$ cat config.mk
export PLATFORM = sky130hd
export DESIGN_NAME = ring_hop_buffer
export DESIGN_NICKNAME = d
export VERILOG_FILES = /design/src/rtl/ring_hop_buffer.sv
export SDC_FILE = /design/constraint.sdc
export NUM_CORES = 1
export LEC_CHECK = 0
export ABC_AREA = 1
export BUFFER_PORTS_ARGS = -buffer_cell sky130_fd_sc_hd__buf_4
export CORE_MARGIN = 3
export CORE_UTILIZATION = 45
export CTS_CLUSTER_DIAMETER = 100
export CTS_CLUSTER_SIZE = 28
export DETAILED_ROUTE_END_ITERATION = 10
export HOLD_SLACK_MARGIN = 0.08
export PLACE_DENSITY_LB_ADDON = 0.05
export SYNTH_ARGS = -nofsm -noshare
export SYNTH_HDL_FRONTEND = slang
export SYNTH_SLANG_ARGS = --single-unit
$ cat constraint.sdc
create_clock -name clk_i -period 7.18 [get_ports clk_i]
set_clock_uncertainty 0.15 [all_clocks]
set_input_delay 0.359 -clock clk_i [delete_from_list [all_inputs] [get_ports clk_i]]
set_output_delay 0.359 -clock clk_i [all_outputs]
set_load 0.02 [all_outputs]
$ cat src/rtl/ring_hop_buffer.sv
//============================================================================
// Module   : ring_hop_buffer
// Brief    : Elastic bidirectional FIFO stage for one hop of the remote-data
//            ring. Optional perf counters are enabled by RING_HOP_PERF_EN.
// Revision : 1.0 - initial release
//============================================================================
`default_nettype none

module ring_hop_fifo #(
    parameter int DataWidth = 64,
    parameter int Depth     = 2,
    parameter int CntWidth  = $clog2(Depth + 1)
) (
    input  logic                 clk_i,
    input  logic                 rst_ni,
    input  logic                 flush_i,
    input  logic [DataWidth-1:0] data_i,
    input  logic                 valid_i,
    output logic                 ready_o,
    output logic [DataWidth-1:0] data_o,
    output logic                 valid_o,
    input  logic                 ready_i,
    output logic [CntWidth-1:0]  usage_o
`ifdef RING_HOP_PERF_EN
    ,
    output logic [31:0]          flits_o,
    output logic [31:0]          stall_o
`endif
);

    localparam int                   PtrWidth = (Depth > 1) ? $clog2(Depth) : 1;
    localparam logic [PtrWidth-1:0]  LastPtr  = PtrWidth'(Depth - 1);
    localparam logic [CntWidth-1:0]  FullCnt  = CntWidth'(Depth);

    logic [DataWidth-1:0] mem_q [Depth];
    logic [PtrWidth-1:0]  wr_ptr_q, wr_ptr_d;
    logic [PtrWidth-1:0]  rd_ptr_q, rd_ptr_d;
    logic [CntWidth-1:0]  cnt_q, cnt_d;
    logic                 w_push, w_pop;

    // Handshake signals depend only on the count register, so no input
    // combinationally reaches ready_o or valid_o.
    assign ready_o = (cnt_q != FullCnt);
    assign valid_o = (cnt_q != '0);
    assign w_push  = valid_i & ready_o;
    assign w_pop   = valid_o & ready_i;
    assign usage_o = cnt_q;
    assign data_o  = valid_o ? mem_q[rd_ptr_q] : '0;

    always_comb begin
        wr_ptr_d = wr_ptr_q;
        rd_ptr_d = rd_ptr_q;
        cnt_d    = cnt_q;
        if (flush_i) begin
            wr_ptr_d = '0;
            rd_ptr_d = '0;
            cnt_d    = '0;
        end else begin
            if (w_push) begin
                wr_ptr_d = (wr_ptr_q == LastPtr) ? '0 : wr_ptr_q + PtrWidth'(1);
            end
            if (w_pop) begin
                rd_ptr_d = (rd_ptr_q == LastPtr) ? '0 : rd_ptr_q + PtrWidth'(1);
            end
            case ({w_push, w_pop})
                2'b10:   cnt_d = cnt_q + CntWidth'(1);
                2'b01:   cnt_d = cnt_q - CntWidth'(1);
                default: cnt_d = cnt_q;
            endcase
        end
    end

    always_ff @(posedge clk_i or negedge rst_ni) begin
        if (!rst_ni) begin
            wr_ptr_q <= '0;
            rd_ptr_q <= '0;
            cnt_q    <= '0;
        end else begin
            wr_ptr_q <= wr_ptr_d;
            rd_ptr_q <= rd_ptr_d;
            cnt_q    <= cnt_d;
        end
    end

    // Storage needs no reset; data_o is masked while the FIFO is empty.
    always_ff @(posedge clk_i) begin
        if (w_push && !flush_i) begin
            mem_q[wr_ptr_q] <= data_i;
        end
    end

`ifdef RING_HOP_PERF_EN
    logic [31:0] flits_q, stall_q;

    always_ff @(posedge clk_i or negedge rst_ni) begin
        if (!rst_ni) begin
            flits_q <= '0;
            stall_q <= '0;
        end else if (flush_i) begin
            flits_q <= '0;
            stall_q <= '0;
        end else begin
            if (w_pop && (flits_q != '1)) begin
                flits_q <= flits_q + 32'd1;
            end
            if (valid_o && !ready_i && (stall_q != '1)) begin
                stall_q <= stall_q + 32'd1;
            end
        end
    end

    assign flits_o = flits_q;
    assign stall_o = stall_q;
`endif

endmodule

module ring_hop_buffer #(
    parameter int DataWidth = 64,
    parameter int Depth     = 2,
    parameter int CntWidth  = $clog2(Depth + 1)
) (
    input  logic                 clk_i,
    input  logic                 rst_ni,
    input  logic                 flush_i,
    input  logic [DataWidth-1:0] lr_data_i,
    input  logic                 lr_valid_i,
    output logic                 lr_ready_o,
    output logic [DataWidth-1:0] lr_data_o,
    output logic                 lr_valid_o,
    input  logic                 lr_ready_i,
    input  logic [DataWidth-1:0] rl_data_i,
    input  logic                 rl_valid_i,
    output logic                 rl_ready_o,
    output logic [DataWidth-1:0] rl_data_o,
    output logic                 rl_valid_o,
    input  logic                 rl_ready_i,
    output logic [CntWidth-1:0]  lr_usage_o,
    output logic [CntWidth-1:0]  rl_usage_o
`ifdef RING_HOP_PERF_EN
    ,
    output logic [31:0]          lr_flits_o,
    output logic [31:0]          rl_flits_o,
    output logic [31:0]          lr_stall_o,
    output logic [31:0]          rl_stall_o
`endif
);

    ring_hop_fifo #(
        .DataWidth (DataWidth),
        .Depth     (Depth),
        .CntWidth  (CntWidth)
    ) u_lr (
        .clk_i   (clk_i),
        .rst_ni  (rst_ni),
        .flush_i (flush_i),
        .data_i  (lr_data_i),
        .valid_i (lr_valid_i),
        .ready_o (lr_ready_o),
        .data_o  (lr_data_o),
        .valid_o (lr_valid_o),
        .ready_i (lr_ready_i),
        .usage_o (lr_usage_o)
`ifdef RING_HOP_PERF_EN
        ,
        .flits_o (lr_flits_o),
        .stall_o (lr_stall_o)
`endif
    );

    ring_hop_fifo #(
        .DataWidth (DataWidth),
        .Depth     (Depth),
        .CntWidth  (CntWidth)
    ) u_rl (
        .clk_i   (clk_i),
        .rst_ni  (rst_ni),
        .flush_i (flush_i),
        .data_i  (rl_data_i),
        .valid_i (rl_valid_i),
        .ready_o (rl_ready_o),
        .data_o  (rl_data_o),
        .valid_o (rl_valid_o),
        .ready_i (rl_ready_i),
        .usage_o (rl_usage_o)
`ifdef RING_HOP_PERF_EN
        ,
        .flits_o (rl_flits_o),
        .stall_o (rl_stall_o)
`endif
    );

endmodule

`default_nettype wire

==> impl_results.md <==
- Detailed Routing Iterations Pass 1: 4
- Die width: 155 um
- Synthesized area per cell: 13.3 sq um
- Hold Fails Final Rpt: 0
- Final cell count without fillers: 1418
- Area Overhead vs Synth: 39.4%
- Remaining antenna violation count: 0
- PD cells: 321 nW/um^2
- Yosys cell types: 16
- CP cell instances: nor2_4 -> buf_4 -> a21oi_1 -> buf_4
- CP max stage delay: 0.55 ns
- Synth Cell Area: 9990 sq um
- Initial antenna violation count: 0
- Number of synthesized flops with an enable pin: 256
- Share of cells above drive strength 1: 27.3%
- Cell Area, Placed: 12300 sq um
- Vias in the first global route: 6832
- WL per Instance: 16.1 um
- Worst-Margin Slew: 0.905 ns
- Via Count: 6837
- Post-Syn Nets: 889
- Cells after synthesis: 754
- Max Freq: 355 MHz
- CP required: 6.67 ns
- CP Class: flop to output port
- Post-Place Cells: 1268
- CTS tree: yes
- Die area: 24000 sq um
- Synth area leaders: edfxtp_1 (77%), nand2_1 (10%), a21oi_1 (6.5%)
- RSZ-0062 raised after global routing: no
- #FFs+latches synth: 264
- Initial Utilization: 46.6%
- Leakage: 5.47 nW
- Setup crit end kind: output port
- Dpl ws: 4.51 ns
- Largest net degree at the start of global routing: 67
- Worst-path fanout max: 44
- Delay-heaviest family, CP: buffers and inverters
- FFs w/ async S/R, synth: 3.03%
- Synth Flop Type: edfxtp_1
- Filler cells: 1657
- Worst setup SP type: flop
- Clock-pin slew on the worst setup and hold paths: 0.10 ns
- Global Route Usage Sum: 18.4%
- Sink Count: 264
- Setup crit start: u_lr.usage_o[0]$_DFFE_PN0P_
- Drt drc: 0
- First-pass GRT wire length: 35400 um
- Routed wire length: 22800 um
- Crit path time final: 2.82 ns
- Cell taking the most area after synthesis: edfxtp_1
- Yosys top cell area share: 76.9%
- Setup TNS: 0 ns
- Minimum hold slack: 0.0990 ns
- Worst skew pair latency: 0.47 ns
- Final nets: 1272
- Drt via density: 4.82
- N_diodes: 0
- # rows: 53
- Core Area: 21400 sq um
- Min-delay worst type: input pin to async pin
- Cts bufs inserted: 13
- Post-DP HPWL: 13400 um
- Max-slew headroom: 39.7%
- Status: finished clean
- Worst Setup Slack, final: 4.36 ns
- Root Driver: clkbuf_16
- Most common cell in the netlist: nand2_1
- Placer Congestion: 0.759
- Ys Warns: 0
- I/O pins: 271
- Final period util: 39.3%
- Die height: 155 um
- Worst r2r src: u_lr.usage_o[0]$_DFFE_PN0P_
- Post-CTS setup buffer count: 0
- Bufs and invs on worst path: 2
- H-Tree Depth: 1
- Initial DRC count: 385
- Max IR drop VDD: 0.192 mV
- Clock Tree Buf Depth: 3
- Final instance area: 13900 sq um
- Max-cap viol count: 0
- CP dominant cell by count: buf_4
- GRT overflow: 0
- Crit path arrival time: 2.31 ns
- Fin. max-slew vios: 0
- Crit-path slowest cell: buf_4
- Most frequent cells after synthesis: nand2_1 (276), edfxtp_1 (256), a21oi_1 (130)
- Final setup fails: 0
- Port buffer count: 270
- Post-synthesis sequential area ratio: 78.9%
## metrics by stage
stage	util (%)	total power [mW]
CTS	65.0	4.51
finish	65.0	4.47
global placement	57.3	3.66
detailed placement	57.3	3.67
global route	65.0	4.72
floorplan	-	2.93
## repair_timing
action | CTS | global route
hold endpoints to repair | 264 | 0
resized for setup | 0 | 0
hold buffers | 129 | 0
endpoints found under the setup margin | 0 | 0
## flip-flops by register name, summed over array words and instances, names as in the netlist
register / count
u_lr.usage_o: 2
u_rl.usage_o: 2
u_rl.mem_q: 128
u_lr.mem_q: 128
u_lr.wr_ptr_q: 1
u_rl.rd_ptr_q: 1
u_lr.rd_ptr_q: 1
u_rl.wr_ptr_q: 1
## metal layers
layer / global-route usage [%] / vias to the layer above / routed length [um] / part of all wire (%)
met3: 3.95 / 26 / 1420 / 6.2
met1: 23.3 / 3247 / 9330 / 41
li1: - / 3391 / - / -
met5: 0 / - / 0 / 0
met2: 33.0 / 173 / 11700 / 51
met4: 3.49 / 0 / 339 / 1.5
## cell type report
class                      instances  area [sq um]  area share [%]
clock buffer                      20           352            2.52
clock inverter                     1          16.3           0.117
inverter                          15          56.3           0.404
multi-input combinational        434          1870            13.5
sequential                       264          7890            56.7
tap                              275           344            2.47
timing repair buffer             409          3390            24.4
## cell families after synthesis
logic type,count (synthesis),synth area share (%)
compound gates,138,6.94
buf+inv,56,2.75
flops,264,78.9
simple gates,296,11.4
## worst register-to-register path: stages, from the launching register on
cell and delay, ns:
dfrtp_1 0.45, inv_1 0.09, nand2_2 0.09, nand2_2 0.10, nor2_4 0.50, buf_4 0.61
## path summary, 6_finish.rpt
check | end | slack (ns) | depth (start not counted)
max in group asynchronous | u_lr.rd_ptr_q$_DFFE_PN0P_ | 6.63 | 2
min in group clk_i | u_lr.wr_ptr_q$_DFFE_PN0P_ | 0.10 | 4
worst max register to register | u_lr.mem_q[1][23]$_DFFE_PP_ | 4.81 | 5
worst min register to register | u_lr.wr_ptr_q$_DFFE_PN0P_ | 0.40 | 1
worst min-delay path | u_rl.usage_o[0]$_DFFE_PN0P_ | 0.1 | 2
worst max-delay path | lr_data_o[25] | 4.36 | 4
## placed cells by master, fill, tap and decap left out
cell type and n:
clkbuf_16 13, inv_12 1, nor2_2 4, o21ai_1 2
nand2_1 276, a21oi_1 130, nand3_1 4, clkbuf_1 7
o22ai_1 2, inv_2 2, o21ai_0 4, nand2_2 4
dlygate4sd3_1 129, nor2_1 2, dfrtp_1 6, nor2_4 6
buf_4 280, dfrtp_2 2, inv_1 13, edfxtp_1 256
## report_power, final
part           leakage, nW  switching (mW)  internal (mW)
Clock                0.176           0.442          0.349
Sequential            2.45          0.0466           1.85
Combinational         2.85            1.14          0.642
Power figures use the tool's default switching activity.
